--- src/rtl/lif_sched_pkg.sv ---
// Shared definitions for the LIF timestep scheduler: default widths, FSM
// state encoding and a reference LIF next-state function.
// Optional build macro: LIF_SAT_INTEGRATE_EN (saturating integration).
package lif_sched_pkg;

    localparam int LIF_V_W  = 16;
    localparam int LIF_TR_W = 8;

    typedef enum logic [2:0] {
        ST_IDLE   = 3'd0,
        ST_FETCH  = 3'd1,
        ST_UPDATE = 3'd2,
        ST_EMIT   = 3'd3,
        ST_DONE   = 3'd4
    } lif_state_t;

    typedef struct packed {
        logic [LIF_V_W-1:0]  v;
        logic [LIF_TR_W-1:0] tr;
        logic                fire;
    } lif_next_t;

    // One LIF step for a single neuron at the default widths.
    function automatic lif_next_t lif_next(
        input logic [LIF_V_W-1:0]  v,
        input logic [LIF_TR_W-1:0] tr,
        input logic                spk,
        input logic [LIF_V_W-1:0]  w,
        input logic [LIF_V_W-1:0]  th,
        input logic [LIF_V_W-1:0]  leak,
        input logic [LIF_TR_W-1:0] tref
    );
        lif_next_t          res;
        logic [LIF_V_W-1:0] addend;
        logic [LIF_V_W-1:0] integ;
        logic [LIF_V_W-1:0] eff_leak;
        logic [LIF_V_W-1:0] leaked;
`ifdef LIF_SAT_INTEGRATE_EN
        logic [LIF_V_W:0]   sum;
`endif
        addend = spk ? w : '0;
`ifdef LIF_SAT_INTEGRATE_EN
        sum   = {1'b0, v} + {1'b0, addend};
        integ = sum[LIF_V_W] ? {LIF_V_W{1'b1}} : sum[LIF_V_W-1:0];
`else
        integ = v + addend;
`endif
        // Leak is clamped against the stored potential so V never goes below 0.
        eff_leak = (leak > v) ? v : leak;
        leaked   = integ - eff_leak;
        res.v    = leaked;
        res.tr   = tr;
        res.fire = 1'b0;
        if (tr != '0) begin
            res.tr = tr - 1'b1;
            res.v  = LIF_V_W'(1);
        end else if (leaked >= th) begin
            res.v    = LIF_V_W'(1);
            res.tr   = tref;
            res.fire = 1'b1;
        end
        return res;
    endfunction

endpackage

--- src/rtl/lif_update_core.sv ---
// Combinational LIF update datapath shared by all neurons of the sweep.
// Optional build macro: LIF_SAT_INTEGRATE_EN makes integration saturate
// at all-ones instead of wrapping.
module lif_update_core
    import lif_sched_pkg::*;
#(
    parameter int V_W  = LIF_V_W,
    parameter int TR_W = LIF_TR_W
) (
    input  logic [V_W-1:0]  i_v,
    input  logic [TR_W-1:0] i_tr,
    input  logic            i_spk,
    input  logic [V_W-1:0]  i_w,
    input  logic [V_W-1:0]  i_th,
    input  logic [V_W-1:0]  i_leak,
    input  logic [TR_W-1:0] i_tref,
    output logic [V_W-1:0]  o_v,
    output logic [TR_W-1:0] o_tr,
    output logic            o_fire
);

    logic [V_W-1:0] w_addend;
    logic [V_W-1:0] w_integ;
    logic [V_W-1:0] w_eff_leak;
    logic [V_W-1:0] w_leaked;

    assign w_addend = i_spk ? i_w : '0;

`ifdef LIF_SAT_INTEGRATE_EN
    logic [V_W:0] w_sum;
    assign w_sum   = {1'b0, i_v} + {1'b0, w_addend};
    assign w_integ = w_sum[V_W] ? {V_W{1'b1}} : w_sum[V_W-1:0];
`else
    assign w_integ = i_v + w_addend;
`endif

    // Leak compares against the stored potential, not the integrated value.
    assign w_eff_leak = (i_leak > i_v) ? i_v : i_leak;
    assign w_leaked   = w_integ - w_eff_leak;

    // Refractory hold has priority over firing; firing resets V to 1.
    always_comb begin
        o_v    = w_leaked;
        o_tr   = i_tr;
        o_fire = 1'b0;
        if (i_tr != '0) begin
            o_tr = i_tr - 1'b1;
            o_v  = V_W'(1);
        end else if (w_leaked >= i_th) begin
            o_v    = V_W'(1);
            o_tr   = i_tref;
            o_fire = 1'b1;
        end
    end

endmodule

--- src/rtl/lif_timestep_scheduler.sv ---
// Time-multiplexed LIF sequencer: on each accepted start it sweeps all
// neurons through one shared update core, emitting spike events over a
// valid/ready port. Optional build macro: LIF_SAT_INTEGRATE_EN (passed
// through to the update core).
module lif_timestep_scheduler
    import lif_sched_pkg::*;
#(
    parameter int N_NEURONS = 16,
    parameter int IDX_W     = 4,
    parameter int V_W       = LIF_V_W,
    parameter int TR_W      = LIF_TR_W
) (
    input  logic                 clk,
    input  logic                 reset,
    input  logic                 start,
    input  logic [N_NEURONS-1:0] spike_in_vec,
    input  logic [V_W-1:0]       threshold,
    input  logic [V_W-1:0]       leak_value,
    input  logic [TR_W-1:0]      tref,
    output logic [IDX_W-1:0]     w_addr,
    input  logic [V_W-1:0]       w_data,
    output logic                 spk_valid,
    input  logic                 spk_ready,
    output logic [IDX_W-1:0]     spk_idx,
    output logic                 busy,
    output logic                 done
);

    lif_state_t           r_state;
    logic [IDX_W-1:0]     r_idx;
    logic                 r_busy;
    logic                 r_spk_valid;
    logic [IDX_W-1:0]     r_spk_idx;
    logic [N_NEURONS-1:0] r_spk_sh;
    logic [V_W-1:0]       r_th;
    logic [V_W-1:0]       r_leak;
    logic [TR_W-1:0]      r_tref;

    logic [V_W-1:0]       w_v_all  [N_NEURONS];
    logic [TR_W-1:0]      w_tr_all [N_NEURONS];
    logic [V_W-1:0]       w_cur_v;
    logic [TR_W-1:0]      w_cur_tr;
    logic                 w_cur_spk;
    logic [V_W-1:0]       w_next_v;
    logic [TR_W-1:0]      w_next_tr;
    logic                 w_fire;
    logic                 w_wr_en;
    logic                 w_last;

    // The weight address simply follows the neuron pointer; memory returns
    // the word one cycle later, which is the UPDATE cycle.
    assign w_addr    = r_idx;
    assign spk_valid = r_spk_valid;
    assign spk_idx   = r_spk_idx;
    assign busy      = r_busy;
    assign done      = (r_state == ST_DONE);

    assign w_cur_v   = w_v_all[r_idx];
    assign w_cur_tr  = w_tr_all[r_idx];
    assign w_cur_spk = r_spk_sh[r_idx];
    assign w_wr_en   = (r_state == ST_UPDATE);
    assign w_last    = (r_idx == IDX_W'(N_NEURONS - 1));

    lif_update_core #(
        .V_W  (V_W),
        .TR_W (TR_W)
    ) u_core (
        .i_v    (w_cur_v),
        .i_tr   (w_cur_tr),
        .i_spk  (w_cur_spk),
        .i_w    (w_data),
        .i_th   (r_th),
        .i_leak (r_leak),
        .i_tref (r_tref),
        .o_v    (w_next_v),
        .o_tr   (w_next_tr),
        .o_fire (w_fire)
    );

    // Per-neuron state cells; only the selected neuron is written in UPDATE.
    for (genvar gi = 0; gi < N_NEURONS; gi++) begin : gen_neuron
        logic [V_W-1:0]  r_v;
        logic [TR_W-1:0] r_tr;
        logic            w_sel;

        assign w_sel        = w_wr_en && (r_idx == IDX_W'(gi));
        assign w_v_all[gi]  = r_v;
        assign w_tr_all[gi] = r_tr;

        // Write back the LIF result for this neuron when it is being updated.
        always_ff @(posedge clk) begin
            if (reset) begin
                r_v  <= '0;
                r_tr <= '0;
            end else if (w_sel) begin
                r_v  <= w_next_v;
                r_tr <= w_next_tr;
            end
        end
    end

    // Sweep sequencer: capture, fetch/update each neuron, stall on emit.
    always_ff @(posedge clk) begin
        if (reset) begin
            r_state     <= ST_IDLE;
            r_idx       <= '0;
            r_busy      <= 1'b0;
            r_spk_valid <= 1'b0;
            r_spk_idx   <= '0;
            r_spk_sh    <= '0;
            r_th        <= '0;
            r_leak      <= '0;
            r_tref      <= '0;
        end else begin
            case (r_state)
                ST_IDLE: begin
                    if (start) begin
                        r_spk_sh <= spike_in_vec;
                        r_th     <= threshold;
                        r_leak   <= leak_value;
                        r_tref   <= tref;
                        r_idx    <= '0;
                        r_busy   <= 1'b1;
                        r_state  <= ST_FETCH;
                    end
                end
                ST_FETCH: begin
                    r_state <= ST_UPDATE;
                end
                ST_UPDATE: begin
                    if (w_fire) begin
                        r_spk_valid <= 1'b1;
                        r_spk_idx   <= r_idx;
                        r_state     <= ST_EMIT;
                    end else if (w_last) begin
                        r_state <= ST_DONE;
                    end else begin
                        r_idx   <= r_idx + IDX_W'(1);
                        r_state <= ST_FETCH;
                    end
                end
                ST_EMIT: begin
                    // Event and pointer stay frozen until the router accepts.
                    if (spk_ready) begin
                        r_spk_valid <= 1'b0;
                        if (w_last) begin
                            r_state <= ST_DONE;
                        end else begin
                            r_idx   <= r_idx + IDX_W'(1);
                            r_state <= ST_FETCH;
                        end
                    end
                end
                ST_DONE: begin
                    r_busy  <= 1'b0;
                    r_state <= ST_IDLE;
                end
                default: begin
                    r_state <= ST_IDLE;
                end
            endcase
        end
    end

endmodule

--- config.mk ---
export PLATFORM = sky130hd
export DESIGN_NAME = lif_timestep_scheduler
export DESIGN_NICKNAME = d
export VERILOG_FILES = /design/src/rtl/lif_sched_pkg.sv /design/src/rtl/lif_update_core.sv /design/src/rtl/lif_timestep_scheduler.sv
export SDC_FILE = /design/constraint.sdc
export NUM_CORES = 1
export LEC_CHECK = 0
export ABC_CLOCK_PERIOD_IN_PS = 10950
export CORE_UTILIZATION = 55
export DETAILED_ROUTE_END_ITERATION = 10
export MAX_ROUTING_LAYER = met4
export PLACE_DENSITY = 0.82
export SKIP_CTS_REPAIR_TIMING = 1
export SYNTH_ARGS = -nofsm -noshare
export SYNTH_HDL_FRONTEND = slang
export SYNTH_SLANG_ARGS = --single-unit
--- constraint.sdc ---
create_clock -name clk -period 10.95 [get_ports clk]
set_input_delay 2.19 -clock clk [delete_from_list [all_inputs] [get_ports clk]]
set_output_delay 2.19 -clock clk [all_outputs]
set_load 0.01 [all_outputs]
### Word-level counts from Yosys, hierarchy flattened

Cells that the tools add are included.
W data, S select, Z words.

* memory bits (read-only): 0
* output and inout port bits: 11
* word-level logic and storage cells: 132
* latch bits: 0
* memories: 0
* bits in writable memories: 0
* flip-flop bits (word level): 453

* $add $sub $neg: 4
* reductions and logical operators: 28
* multiplexer cells: 31
* div/mod/pow operators: 0
* eq/ne operators: 23
* shifts and indexed selects: 0
* bitwise gates (word level): 1
* multiply operators: 0
* magnitude comparators: 4

Operator list (count)
* $mux W16: 6
* $bmux W16 S4: 1
* $bmux W8 S4: 1
* $eq A4 B4 Y1 const B: 8
* $mux W8: 4
* $add A16 B16 Y16: 1
* $eq A4 B3 Y1 const B: 4
* $ge A16 B16 Y1: 1
* $gt A16 B16 Y1: 1
* $logic_and A1 B1 Y1: 16
* $mux W4: 4
* $sub A16 B16 Y16: 1
* $mux W3: 4
* $pmux W3 S4: 1
* $pmux W4 S3: 1
* $eq A4 B2 Y1 const B: 2
* $reduce_and A2 Y1: 4
* $reduce_bool A8 Y1: 1
* $sub A8 B1 Y8 const B: 1
* $eq A3 B2 Y1 const B: 2
* $mux W1: 6
* $ne A2 B2 Y1 const B: 3
* $ge A5 B5 Y1 const B: 1
* $lt A4 B5 Y1 const B: 1
* 14 further kinds: 16

### Depth between registers and ports, before layout

Gate-level depths: netlist (run 1).

* word-level depth: 12
* depth in mapped cells: 41
* depth with buffers taken out: 30

### By module

From an unflattened synthesis (run 1), not the netlist that was laid out.

* cell total of the unflattened synthesis: 2586
* area total of the unflattened synthesis: 21564.4 um^2

By module, submodules not included
* lif_timestep_scheduler: instances 1, cells each 2275, seq. area each 9068.7 um^2, area an instance 19144.6 um^2
* lif_update_core: instances 1, cells each 311, seq. area each 0.0 um^2, area an instance 2419.8 um^2

### Worst setup path after synthesis (run 1)

No wires, ideal clock.

* path kind: register to register
* start point: reg r_idx[0], in the netlist w_addr[0]
* end point: reg gen_neuron[0].r_tr[4]
* arrival: 9.242 ns
* cell stages (with the launch flop): 37
* library setup time: 0.138 ns
* data required time: 10.812 ns
* buffers on the path: 8
* setup slack: 1.570 ns
* cell sequence: dfxtp_1 buf_6 buf_2 clkbuf_1 buf_1 mux4_2 mux4_2 inv_1 ha_1 nand3_1 nor4_1 a21boi_0 nand4b_1 nand2_1 clkbuf_1 nand2_1 o21ai_0 ha_1 inv_1 ha_1 fa_1 a21oi_1 o21ai_0 a21oi_1 o21ai_0 o311ai_1 clkbuf_1 ha_1 a21oi_1 nand2_1 a211o_1 or2_2 and3_1 buf_2 a221oi_1 clkbuf_1 a211oi_1

* longest elaborated chain between the ends: 10
* elaborated cells on any way between the ends: 21
* classes of those cells: 3 x add/sub; 2 x order compare; 12 x mux; 1 x bitwise; 3 x reduce/logical

Ends and longest elaborated chain
* from (decl): RTL line lif_timestep_scheduler.sv:30 `logic [IDX_W-1:0] r_idx;`
* from (signal assigned): RTL line lif_timestep_scheduler.sv:138 `r_idx <= r_idx + IDX_W'(1);`
* from (signal assigned): RTL line lif_timestep_scheduler.sv:149 `r_idx <= r_idx + IDX_W'(1);`
* $not A4 Y5 (implied by the code): RTL line lif_timestep_scheduler.sv:58, lif_timestep_scheduler.sv:59
* $bmux W16 S4: RTL line lif_timestep_scheduler.sv:58 `assign w_cur_v = w_v_all[r_idx];`
* $mux W16 (implied by the code) (2 in series): RTL line lif_timestep_scheduler.sv:58
* $gt A16 B16 Y1: RTL line lif_update_core.sv:38 `assign w_eff_leak = (i_leak > i_v) ? i_v : i_leak;`
* $mux W16: RTL line lif_update_core.sv:38
* $sub A16 B16 Y16: RTL line lif_update_core.sv:39 `assign w_leaked = w_integ - w_eff_leak;`
* $ge A16 B16 Y1: RTL line lif_update_core.sv:49 `end else if (w_leaked >= i_th) begin`
* $mux W8: RTL line lif_update_core.sv:49
* $mux W8: RTL line lif_update_core.sv:46 `if (i_tr != '0) begin`
* to (signal assigned): RTL line lif_timestep_scheduler.sv:97 `r_tr <= w_next_tr;`
* to (decl): RTL line lif_timestep_scheduler.sv:83 `logic [TR_W-1:0] r_tr;`

Several ways; a longest one is shown, not always the timed one. The select of a mux whose other input is x is not followed.
A chain may end at the register's enable or synchronous reset.

### Worst setup path in the final report (run 1)

* start point: reg r_idx[0], in the netlist w_addr[0]
* end point: reg gen_neuron[12].r_tr[2]

* longest elaborated chain between the ends: 10
* elaborated cells on any way between the ends: 21
* classes of those cells: 3 x add/sub; 2 x order compare; 1 x eq/ne; 12 x mux; 1 x bitwise; 2 x reduce/logical

Ends and longest elaborated chain (RTL line)
* $not A4 Y5 (implied by the code): lif_timestep_scheduler.sv:58, lif_timestep_scheduler.sv:59
* $bmux W16 S4: lif_timestep_scheduler.sv:58
* $mux W16 (implied by the code) (2 in series): lif_timestep_scheduler.sv:58
* $gt A16 B16 Y1: lif_update_core.sv:38
* $mux W16: lif_update_core.sv:38
* $sub A16 B16 Y16: lif_update_core.sv:39
* $ge A16 B16 Y1: lif_update_core.sv:49
* $mux W8: lif_update_core.sv:49
* $mux W8: lif_update_core.sv:46
* to (signal assigned): lif_timestep_scheduler.sv:97
* to (decl): lif_timestep_scheduler.sv:83

Several ways; a longest one is shown, not always the timed one. The select of a mux whose other input is x is not followed.

==> out/qor.csv, run 1 <==
metric,value,unit
cts.htree.levels,2,
hold_path_depth,2,
root_buffer,clkbuf_16,
drive_above_1_share,10.7,%
die_h,200,um
routabilityCongestion,0.928,
min_period_over_period,92.1,%
boundaryPins,87,
crit_slowest_cell,o221ai_1,
cts_made_buffers,45,
arrival,10.56,ns
synth.avg_cell_area,8.65,sq um
wl,63900,um
cts_buffer_depth,3,
hp-class,flop to flop,
period_minus_slack,10.09,ns
cp-startpoint,w_addr[0],
skew,0.0130,ns
dp_cells,2898,
dieArea,39800,sq um
whs,0.449,ns
drc,0,
viasPerCell,6.29,
total_power,0.00626,W
track_usage,32.7,%
peakVddDrop,0.196,mV
fin_util,61.9,%
drtAntennaViolNets,0,
core.rowCount,72,
synth-seq-cells,453,
slew_headroom,3.56,%
drt_iter0_drc,2373,
power_density,262,nW/um^2
setup_viol,0,
synthDistinctLibCells,61,
grt_pass1_vias,17905,
crit_path_max_fanout,30,
yosysWarnings,0,
cp-start-kind,flop,
final_hold_viol_count,0,
cp_slowest_stage_delay,1.06,ns
min_from,gen_neuron[6].r_v[9],
clk_pin_slew,0.06,ns
slew_viol_final,0,
rr_worst_depth,31,
final_common_cell,nand2_1,
dr_total_vias,18746,
layout_common_cells,"669 x nand2_1, 449 x dfxtp_1, 364 x a21oi_1",
synthToLayoutAreaGrowth,11.1,%
syn_nets,2629,
grt_pass1_wl,97200,um
grt-ovfl-total,0,
worstSetupEndpointType,flop,
fp.dieW,200,um
core_area,38600,sq um
yosysSeqAreaShare,42.2,%
syn_inst,2484,
firstDrtPassIters,7,
grt_max_degree,137,
fmax,0.0991,GHz
synth-edff-count,0,
nNetsFinal,2572,
wire_per_inst,21.4,um
critPathRequiredTime,11.43,ns
path_class,flop to flop,
hpwl,38000,um
outcome,"finished, final reports clean",
worst_pin_slew,1.44,ns
layoutNonFillerInstCount,2979,
ys.flop_type,dfxtp_1,
antenna_found_initial,2,
grt_setup_unrepaired,no,
clock_latency,0.58,ns
reg2reg_from,w_addr[0],
synth_async_sr_flop_share,0,%
maxCapViolCount,0,
syn-cell-area,21500,sq um
cts_sinks,453,
leakage,7.86,nW
cts_tree,done,
tns,0,ns
start_util,55.7,%
io_buffers,86,
fillCellCount,3068,
==> cells by family (layout without fill, tap and decap cells) <==
logic type / after synthesis / in the layout / synth area share (%)
multiplexers: 134 / 134 / 13.1
other: 0 / 1 / 0
flip-flops: 453 / 453 / 42.2
AND/OR/NAND/NOR: 969 / 969 / 18.9
AO/OA/AOI/OAI: 557 / 557 / 15.3
XOR/XNOR: 16 / 16 / 0.653
buffers and inverters: 286 / 262 / 5.34
adder cells (fa/ha/maj): 69 / 69 / 4.54
==> path summary, 6_finish.rpt <==
kind	slack, ns	end
worst max-delay path	0.86	gen_neuron[12].r_tr[2]
worst min-delay path	0.45	gen_neuron[6].r_v[9]
worst max register to register	0.86	gen_neuron[12].r_tr[2]
worst min register to register	0.45	gen_neuron[6].r_v[9]
==> routing by layer <==
metal,GRT usage (%),vias to the layer above,part of all wire (%)
li1,-,8429,-
met5,-,-,0
met3,7.04,275,13
met2,51.7,1195,46
met1,39.9,8847,37
met4,15.6,0,4.9
==> cell type report <==
class / instances / area [sq um] / area share (%)
antenna: 1 / 2.50 / 0.0105
clock buffer: 66 / 1360 / 5.69
clock inverter: 14 / 154 / 0.645
inverter: 72 / 270 / 1.13
multi-input combinational: 1745 / 11300 / 47.4
sequential: 453 / 9080 / 38.0
tap: 518 / 648 / 2.72
timing repair buffer: 110 / 1050 / 4.38
==> stage by stage <==
| step | area (sq um) | setup slack [ns] |
|---|---|---|
| after floorplan | 21500 | 1.57 |
| final | 23900 | 0.864 |
| after detailed placement | 22300 | 1.21 |
| after global placement | 22300 | 1.54 |
| after CTS | 23900 | 1.02 |
| after global routing | 23900 | 0.422 |
==> state kept, by name, indices dropped and copies added (netlist names) <==
signal	flops
r_leak	16
gen_neuron.r_tr	128
gen_neuron.r_v	256
r_spk_sh	16
r_state	3
w_addr	4
r_tref	8
busy	1
spk_idx	4
spk_valid	1
r_th	16
==> synthesized netlist by cell type (all sizes together), types with 11 or more instances <==
cell	instances	share of area, %
ha	54	3.1
mux4	117	12
nand2	669	12
o21ai	27	0.63
o31ai	16	0.56
nor2	118	2.1
nand2b	25	0.76
clkbuf	170	3.0
inv	72	1.3
and3	13	0.38
fa	15	1.4
xnor2	11	0.45
a211oi	101	3.8
nor3	16	0.37
and2	24	0.70
a21oi	364	8.5
dfxtp	453	42
buf	44	1.1
nand3b	17	0.59
nand3	62	1.4
==> power breakdown <==
part	total [W]	leakage, nW	switching [W]	internal [W]
logic	0.00292	3.45	0.00206	0.000860
clock network	0.00159	0.746	0.000661	0.000928
registers	0.00175	3.66	0.0000567	0.00170
total	0.00626	7.86	0.00278	0.00348
==> worst max-delay path, delay by kind of cell, from the launching register on <==
family	cells	cell delay (ns)
compound gates	12	3.80
fa+ha+maj	4	1.43
buf+inv	4	0.88
flops	1	0.73
mux	2	1.10
simple gates	9	1.98
No activity file was read; power rests on OpenSTA's default activity.
==> run 2, diff against run 1 <==
--- a/config.mk
+++ b/config.mk
@@ -8,6 +8,7 @@
 export ABC_CLOCK_PERIOD_IN_PS = 10950
 export CORE_UTILIZATION = 55
 export DETAILED_ROUTE_END_ITERATION = 10
+export HOLD_SLACK_MARGIN = 0.06
 export MAX_ROUTING_LAYER = met4
 export PLACE_DENSITY = 0.82
 export SKIP_CTS_REPAIR_TIMING = 1
==> results of run 2 <==
No change in the layout: final DEF, timing and power equal those of run 1.
